==> src/rtl/uart_pkg.sv <==
// Shared types and helpers for the framed UART transmitter.
// Holds the FSM encoding, parity mode codes and the data_bits decode.
package uart_pkg;

  typedef enum logic [2:0] {
    ST_IDLE,
    ST_LOAD,
    ST_START,
    ST_DATA,
    ST_PARITY,
    ST_STOP
  } state_t;

  localparam logic [1:0] PAR_NONE = 2'd0;
  localparam logic [1:0] PAR_EVEN = 2'd1;
  localparam logic [1:0] PAR_ODD  = 2'd2;

  // 0..4 select 5..9 data bits; the unused codes fall back to the widest frame
  function automatic logic [3:0] decode_nbits(input logic [2:0] data_bits);
    return (data_bits <= 3'd4) ? (4'(data_bits) + 4'd5) : 4'd9;
  endfunction

endpackage

==> src/rtl/uart_sync_fifo.sv <==
// Small synchronous FIFO with first-word-fall-through read data.
// Pushes while full and pops while empty are ignored.
module uart_sync_fifo #(
  parameter int WIDTH = 9,
  parameter int DEPTH = 4
) (
  input  logic                     clock,
  input  logic                     reset_n,
  input  logic                     push,
  input  logic [WIDTH-1:0]         wdata,
  input  logic                     pop,
  output logic [WIDTH-1:0]         rdata,
  output logic                     full,
  output logic                     empty,
  output logic [$clog2(DEPTH):0]   level
);

  localparam int AW = $clog2(DEPTH);
  localparam int LW = AW + 1;

  logic [WIDTH-1:0] mem [DEPTH];
  logic [AW-1:0]    wr_ptr;
  logic [AW-1:0]    rd_ptr;
  logic             push_ok;
  logic             pop_ok;

  assign full    = (level == LW'(DEPTH));
  assign empty   = (level == '0);
  assign push_ok = push && !full;
  assign pop_ok  = pop && !empty;
  assign rdata   = mem[rd_ptr];

  always_ff @(posedge clock) begin
    if (!reset_n) begin
      wr_ptr <= '0;
      rd_ptr <= '0;
      level  <= '0;
    end else begin
      if (push_ok) wr_ptr <= wr_ptr + AW'(1);
      if (pop_ok)  rd_ptr <= rd_ptr + AW'(1);
      case ({push_ok, pop_ok})
        2'b10:   level <= level + LW'(1);
        2'b01:   level <= level - LW'(1);
        default: level <= level;
      endcase
    end
  end

  // storage is flushed by the pointers, so it needs no reset
  always_ff @(posedge clock) begin
    if (push_ok) mem[wr_ptr] <= wdata;
  end

endmodule

==> src/rtl/uart_tx_framed.sv <==
// UART transmitter: FIFO-fed, runtime baud divisor, 5..9 data bits,
// optional even/odd parity, 1 or 2 stop bits. Line idles high.
module uart_tx_framed
  import uart_pkg::*;
#(
  parameter int DATA_W     = 9,
  parameter int FIFO_DEPTH = 4,
  parameter int DIV_W      = 16
) (
  input  logic                          clock,
  input  logic                          reset_n,
  input  logic                          in_valid,
  input  logic [DATA_W-1:0]             in_data,
  output logic                          in_ready,
  input  logic [DIV_W-1:0]              baud_div,
  input  logic [2:0]                    data_bits,
  input  logic [1:0]                    parity_mode,
  input  logic                          stop2,
  output logic                          tx,
  output logic                          busy,
  output logic [$clog2(FIFO_DEPTH):0]   fifo_level
);

  state_t              state, state_nxt;
  logic [DIV_W-1:0]    bit_cnt;
  logic [3:0]          bit_idx;
  logic [DATA_W-1:0]   shreg;
  logic                par;
  logic [DIV_W-1:0]    div_q;
  logic [3:0]          nbits_q;
  logic [1:0]          pmode_q;
  logic                stop2_q;

  logic                fifo_full;
  logic                fifo_empty;
  logic [DATA_W-1:0]   fifo_rdata;
  logic                bit_end;
  logic                has_par;

  uart_sync_fifo #(
    .WIDTH (DATA_W),
    .DEPTH (FIFO_DEPTH)
  ) u_fifo (
    .clock   (clock),
    .reset_n (reset_n),
    .push    (in_valid),
    .wdata   (in_data),
    .pop     (state == ST_LOAD),
    .rdata   (fifo_rdata),
    .full    (fifo_full),
    .empty   (fifo_empty),
    .level   (fifo_level)
  );

  assign in_ready = !fifo_full;
  assign busy     = (state != ST_IDLE) || !fifo_empty;
  assign bit_end  = (bit_cnt == '0);
  assign has_par  = (pmode_q == PAR_EVEN) || (pmode_q == PAR_ODD);

  always_comb begin
    state_nxt = state;
    case (state)
      ST_IDLE:   if (!fifo_empty) state_nxt = ST_LOAD;
      ST_LOAD:   state_nxt = ST_START;
      ST_START:  if (bit_end) state_nxt = ST_DATA;
      ST_DATA:   if (bit_end && bit_idx == nbits_q - 4'd1)
                   state_nxt = has_par ? ST_PARITY : ST_STOP;
      ST_PARITY: if (bit_end) state_nxt = ST_STOP;
      ST_STOP:   if (bit_end && (!stop2_q || bit_idx == 4'd1))
                   state_nxt = fifo_empty ? ST_IDLE : ST_LOAD;
      default:   state_nxt = ST_IDLE;
    endcase
  end

  always_comb begin
    tx = 1'b1;
    case (state)
      ST_START:  tx = 1'b0;
      ST_DATA:   tx = shreg[0];
      ST_PARITY: tx = par;
      default:   tx = 1'b1;
    endcase
  end

  always_ff @(posedge clock) begin
    if (!reset_n) begin
      state   <= ST_IDLE;
      bit_cnt <= '0;
      bit_idx <= '0;
      shreg   <= '0;
      par     <= 1'b0;
      div_q   <= '0;
      nbits_q <= 4'd5;
      pmode_q <= PAR_NONE;
      stop2_q <= 1'b0;
    end else begin
      state <= state_nxt;
      if (state == ST_LOAD) begin
        shreg   <= fifo_rdata;
        div_q   <= baud_div;
        nbits_q <= decode_nbits(data_bits);
        pmode_q <= parity_mode;
        stop2_q <= stop2;
        bit_cnt <= baud_div;
        bit_idx <= '0;
        // odd parity is even parity seeded with a one
        par     <= (parity_mode == PAR_ODD);
      end else if (state != ST_IDLE) begin
        if (bit_end) begin
          bit_cnt <= div_q;
          // index advances only while repeating a state (data bits, second stop)
          bit_idx <= (state_nxt == state) ? bit_idx + 4'd1 : 4'd0;
          if (state == ST_DATA) begin
            shreg <= shreg >> 1;
            par   <= par ^ shreg[0];
          end
        end else begin
          bit_cnt <= bit_cnt - DIV_W'(1);
        end
      end
    end
  end

endmodule

==> config.mk <==
export PLATFORM = sky130hd
export DESIGN_NAME = uart_tx_framed
export DESIGN_NICKNAME = d
export VERILOG_FILES = /design/src/rtl/uart_pkg.sv /design/src/rtl/uart_sync_fifo.sv /design/src/rtl/uart_tx_framed.sv
export SDC_FILE = /design/constraint.sdc
export NUM_CORES = 1
export LEC_CHECK = 0
export ABC_CLOCK_PERIOD_IN_PS = 2790
export CAP_MARGIN = 10
export CORE_ASPECT_RATIO = 0.5
export CORE_UTILIZATION = 40
export CTS_CLUSTER_DIAMETER = 50
export CTS_CLUSTER_SIZE = 30
export DETAILED_ROUTE_END_ITERATION = 16
export SLEW_MARGIN = 20
export SYNTH_ARGS = -nofsm -noshare
export SYNTH_HDL_FRONTEND = slang
export SYNTH_SLANG_ARGS = --single-unit
==> constraint.sdc <==
create_clock -name clock -period 2.79 [get_ports clock]
set_input_delay 0.558 -clock clock [delete_from_list [all_inputs] [get_ports clock]]
set_output_delay 0.558 -clock clock [all_outputs]
set_load 0.02 [all_outputs]
==> reports/summary.log <==
[outcome] run status finished clean
[yosys] synthesized-area fraction occupied by and/or/nand/nor cells 14.9%
[floorplan] area of the die 12,200 um^2
[yosys] share of synthesized area spent on multiplexers 7.63%
[clock_tree] clock edge transition at the registers on the reported setup and hold paths 0.07 ns
[yosys] largest family of logic cells by synthesized area compound AO/OA/AOI/OAI gates
[critical_path] highest net fanout along the worst path 5
[timing] setup repair after global routing missed its margin false
[drt] final routed wirelength across all metal layers 10,100 um
[timing] Tcrit/Tclk final 93.8%
[critical_path] Req. time, crit path 2.23 ns
[global_route] maximum number of pins on one net before global-route repair 45
[placement] Final HPWL DP 6810 um
[placement] RD Place Congestion 0.819
[placement] total placed cells including tap cells 649
[clock_tree] H-Tree Depth 3
[drt] final routed DRC violation total 0
[drt] DRT antenna net count 0
[critical_path] CP endpoint kind output pin
[run] # Max-Cap Violations 0
[yosys] count of state elements after synthesis 101
[yosys] gate count of the mapped netlist 464
[timing] final hold viol count 0
[clock_tree] clock sink total 101
[timing] final sum of negative setup slack 0 ns
[global_route] number of global-route vias before repair 3,356
[pwr] Cell Pwr Density 1020 nW/um^2
[drt] via-per-instance ratio 5.30
[drt] 1st-iter DRT viols 274
[yosys] Mapped Area 4680 um^2
[timing] Max Clock Skew 0.00860 ns
[timing] final slew viol count 0
[drt] detailed-routing iteration count for the pre-antenna-repair pass 4
[yosys] count of flip-flops with a built-in enable after synthesis 36
[pwr] Leak Pwr 1.93 nW
[critical_path] Max stage delay on crit path 0.55 ns
[global_route] Tot GR Track Use 17.6%
[clock_tree] number of buffers inserted during clock tree synthesis 9
[drt] per-cell routed wire length 15.2 um
[placement] count of port buffers added during placement 39
[clock_tree] post-CTS setup-driven buffer insertion count 0
[cells_and_area] final net count 547
[cells_and_area] number of standard cells in the layout, taps in and fillers out 665
[timing] worst-case headroom to the max-slew limit 55.3%
[clock_tree] Max Root-Sink Buffers 2
[floorplan] I/O pin count 40
[critical_path] element type at the critical path start flip-flop
[critical_path] FF-to-FF setup slack 0.37 ns
[global_route] wire length of the first global-routing pass 16,800 um
[yosys] Synth Area in Adders 3.37%
[critical_path] CP max-delay cell clkdlybuf4s50_1
[clock_tree] root buffer cell clkbuf_16
[timing] Setup Viol. Count Final 0
[yosys] area share of xor/xnor cells in the synthesized design 3.75%
[critical_path] critical path start-end classification flip-flop to output pin
[yosys] Mapped Nets 510
[cells_and_area] layout cell share with drive strength beyond 1 11.3%
[timing] Worst Tran Pin Value 0.667 ns
[cells_and_area] Area growth, synth to finish 19.2%
[critical_path] sequence of cells on the critical path buf_4, or2_2, nor2_2, nand2_1, clkdlybuf4s50_1
[worst_hold_path] path class of the lowest-slack min-delay path flip-flop to flip-flop
[cells_and_area] commonest cells after routing, fill and taps aside dfxtp_1 (65), nand2_1 (60), a21oi_1 (48)
[cells_and_area] leading cell type in the layout, fill and taps excluded dfxtp_1
[yosys] sequential fraction of the synthesis area 50.9%
[global_route] total gr overflow 0
[yosys] Synth async-reset ratio 0%
[critical_path] Crit path arrival time 2.06 ns
[yosys] synthesized-area fraction occupied by ao, oa, aoi and oai cells 15.3%
[timing] final period demand of the worst path 2.62 ns
[floorplan] Die Width 155 um
[timing] Peak Freq 0.382 GHz
[cells_and_area] count of antenna diodes in the layout 0
[yosys] prevailing post-synth register cell dfxtp_1
[global_route] antenna violations before repair 0
[drt] detailed-route via count 3,523
[floorplan] Core Region 11,200 um^2
[pwr] worst-case vdd ir drop 0.505 mV
[yosys] warnings from Yosys 0
[yosys] number of unique standard cell types used by synthesis 53
[floorplan] die span in y 78.5 um
[yosys] mean instance size in the synthesized netlist 10.1 um^2
[floorplan] effective utilization at floorplan 41.8%
[clock_tree] CTS tree done
[floorplan] floorplan row count 27
[clock_tree] Clk Latency, worst-skew pair 0.35 ns
## flip-flops by register name (all words and copies together) (netlist names), named ones only
register	cells
stop2_q	1
shreg	9
bit_cnt	16
bit_idx	4
div_q	16
u_fifo.wr_ptr	2
par	1
u_fifo.level	3
pmode_q	2
u_fifo.mem	36
state	3
u_fifo.rd_ptr	2
nbits_q	4
## through the flow
stage	cell area, um^2	worst slack [ns]	hold WS (ns)	power [mW]	util (%)
after global routing	5580	0.0910	0.485	6.05	49.9
after floorplan	4680	0.261	0.433	3.74	-
after detailed placement	5260	0.224	0.449	4.39	47.0
after global placement	5260	0.277	0.446	4.36	47.0
after CTS	5570	0.0799	0.459	5.71	49.8
final	5580	0.172	0.457	5.68	49.9
## final timing paths
| path | startpoint | end | depth (start not counted) |
|---|---|---|---|
| max | state[1] | busy | 5 |
| min | div_q[0] | div_q[0] | 2 |
| max reg2reg | state[1] | u_fifo.level[2] | 8 |
| min reg2reg | div_q[0] | div_q[0] | 2 |
## routing by layer
metal / global-route usage (%) / vias to the layer above / part of all wire [%]
met5: 0 / - / 0
met4: 3.86 / 0 / 0.95
met3: 4.09 / 13 / 4.1
met2: 27.8 / 68 / 44
met1: 24.4 / 1670 / 51
li1: - / 1772 / -
## logic make-up (layout without fill, tap and decap cells)
group / count (synthesis) / in the layout
buffers and inverters: 46 / 88
multiplexers: 24 / 24
adder cells (fa/ha/maj): 12 / 12
XOR/XNOR: 20 / 20
AO/OA/AOI/OAI: 116 / 116
flip-flops: 101 / 101
AND/OR/NAND/NOR: 145 / 145
## synthesized netlist by cell type, types with 5 or more instances
cell type	count	share of area, %
nor2_1	28	2.2
ha_1	11	2.9
buf_1	6	0.48
nor3_1	11	1.2
a21oi_1	48	5.1
edfxtp_1	36	23
mux2i_1	12	2.6
dfxtp_1	65	28
o31ai_1	5	0.80
nand2_1	60	4.8
nor4_1	5	0.67
mux4_2	9	4.3
xnor2_1	10	1.9
o211ai_1	6	0.96
nand3_1	7	0.75
xor2_1	10	1.9
o221ai_1	5	0.94
and3_1	6	0.80
clkbuf_1	19	1.5
o21ai_0	25	2.7
inv_1	17	1.4
## cell type report
type / count / area [um^2]
Timing Repair Buffer: 55 / 510
Clock buffer: 9 / 225
Fill cell: 1032 / 5610
Sequential cell: 101 / 2380
Tap cell: 159 / 199
Clock inverter: 7 / 88.8
Multi-Input combinational cell: 317 / 2110
Inverter: 17 / 63.8
## critical path: cells and delay by family (launching register included)
kind,cells,cell delay (ns)
buffers and inverters,2,0.71
DFF,1,0.35
and+or+nand+nor,3,0.65
## power by group
group	leakage (nW)	internal, mW	switching, mW	total (mW)
clock	0.152	0.720	0.592	1.31
sequential	0.859	1.81	0.247	2.05
combinational	0.923	0.977	1.34	2.31
## timing repair
item,in CTS,in global routing
gates resized for setup,0,1
hold buffers,0,0
endpoints found under the setup margin,0,1
Note: power is estimated with default switching activity, not from simulation.
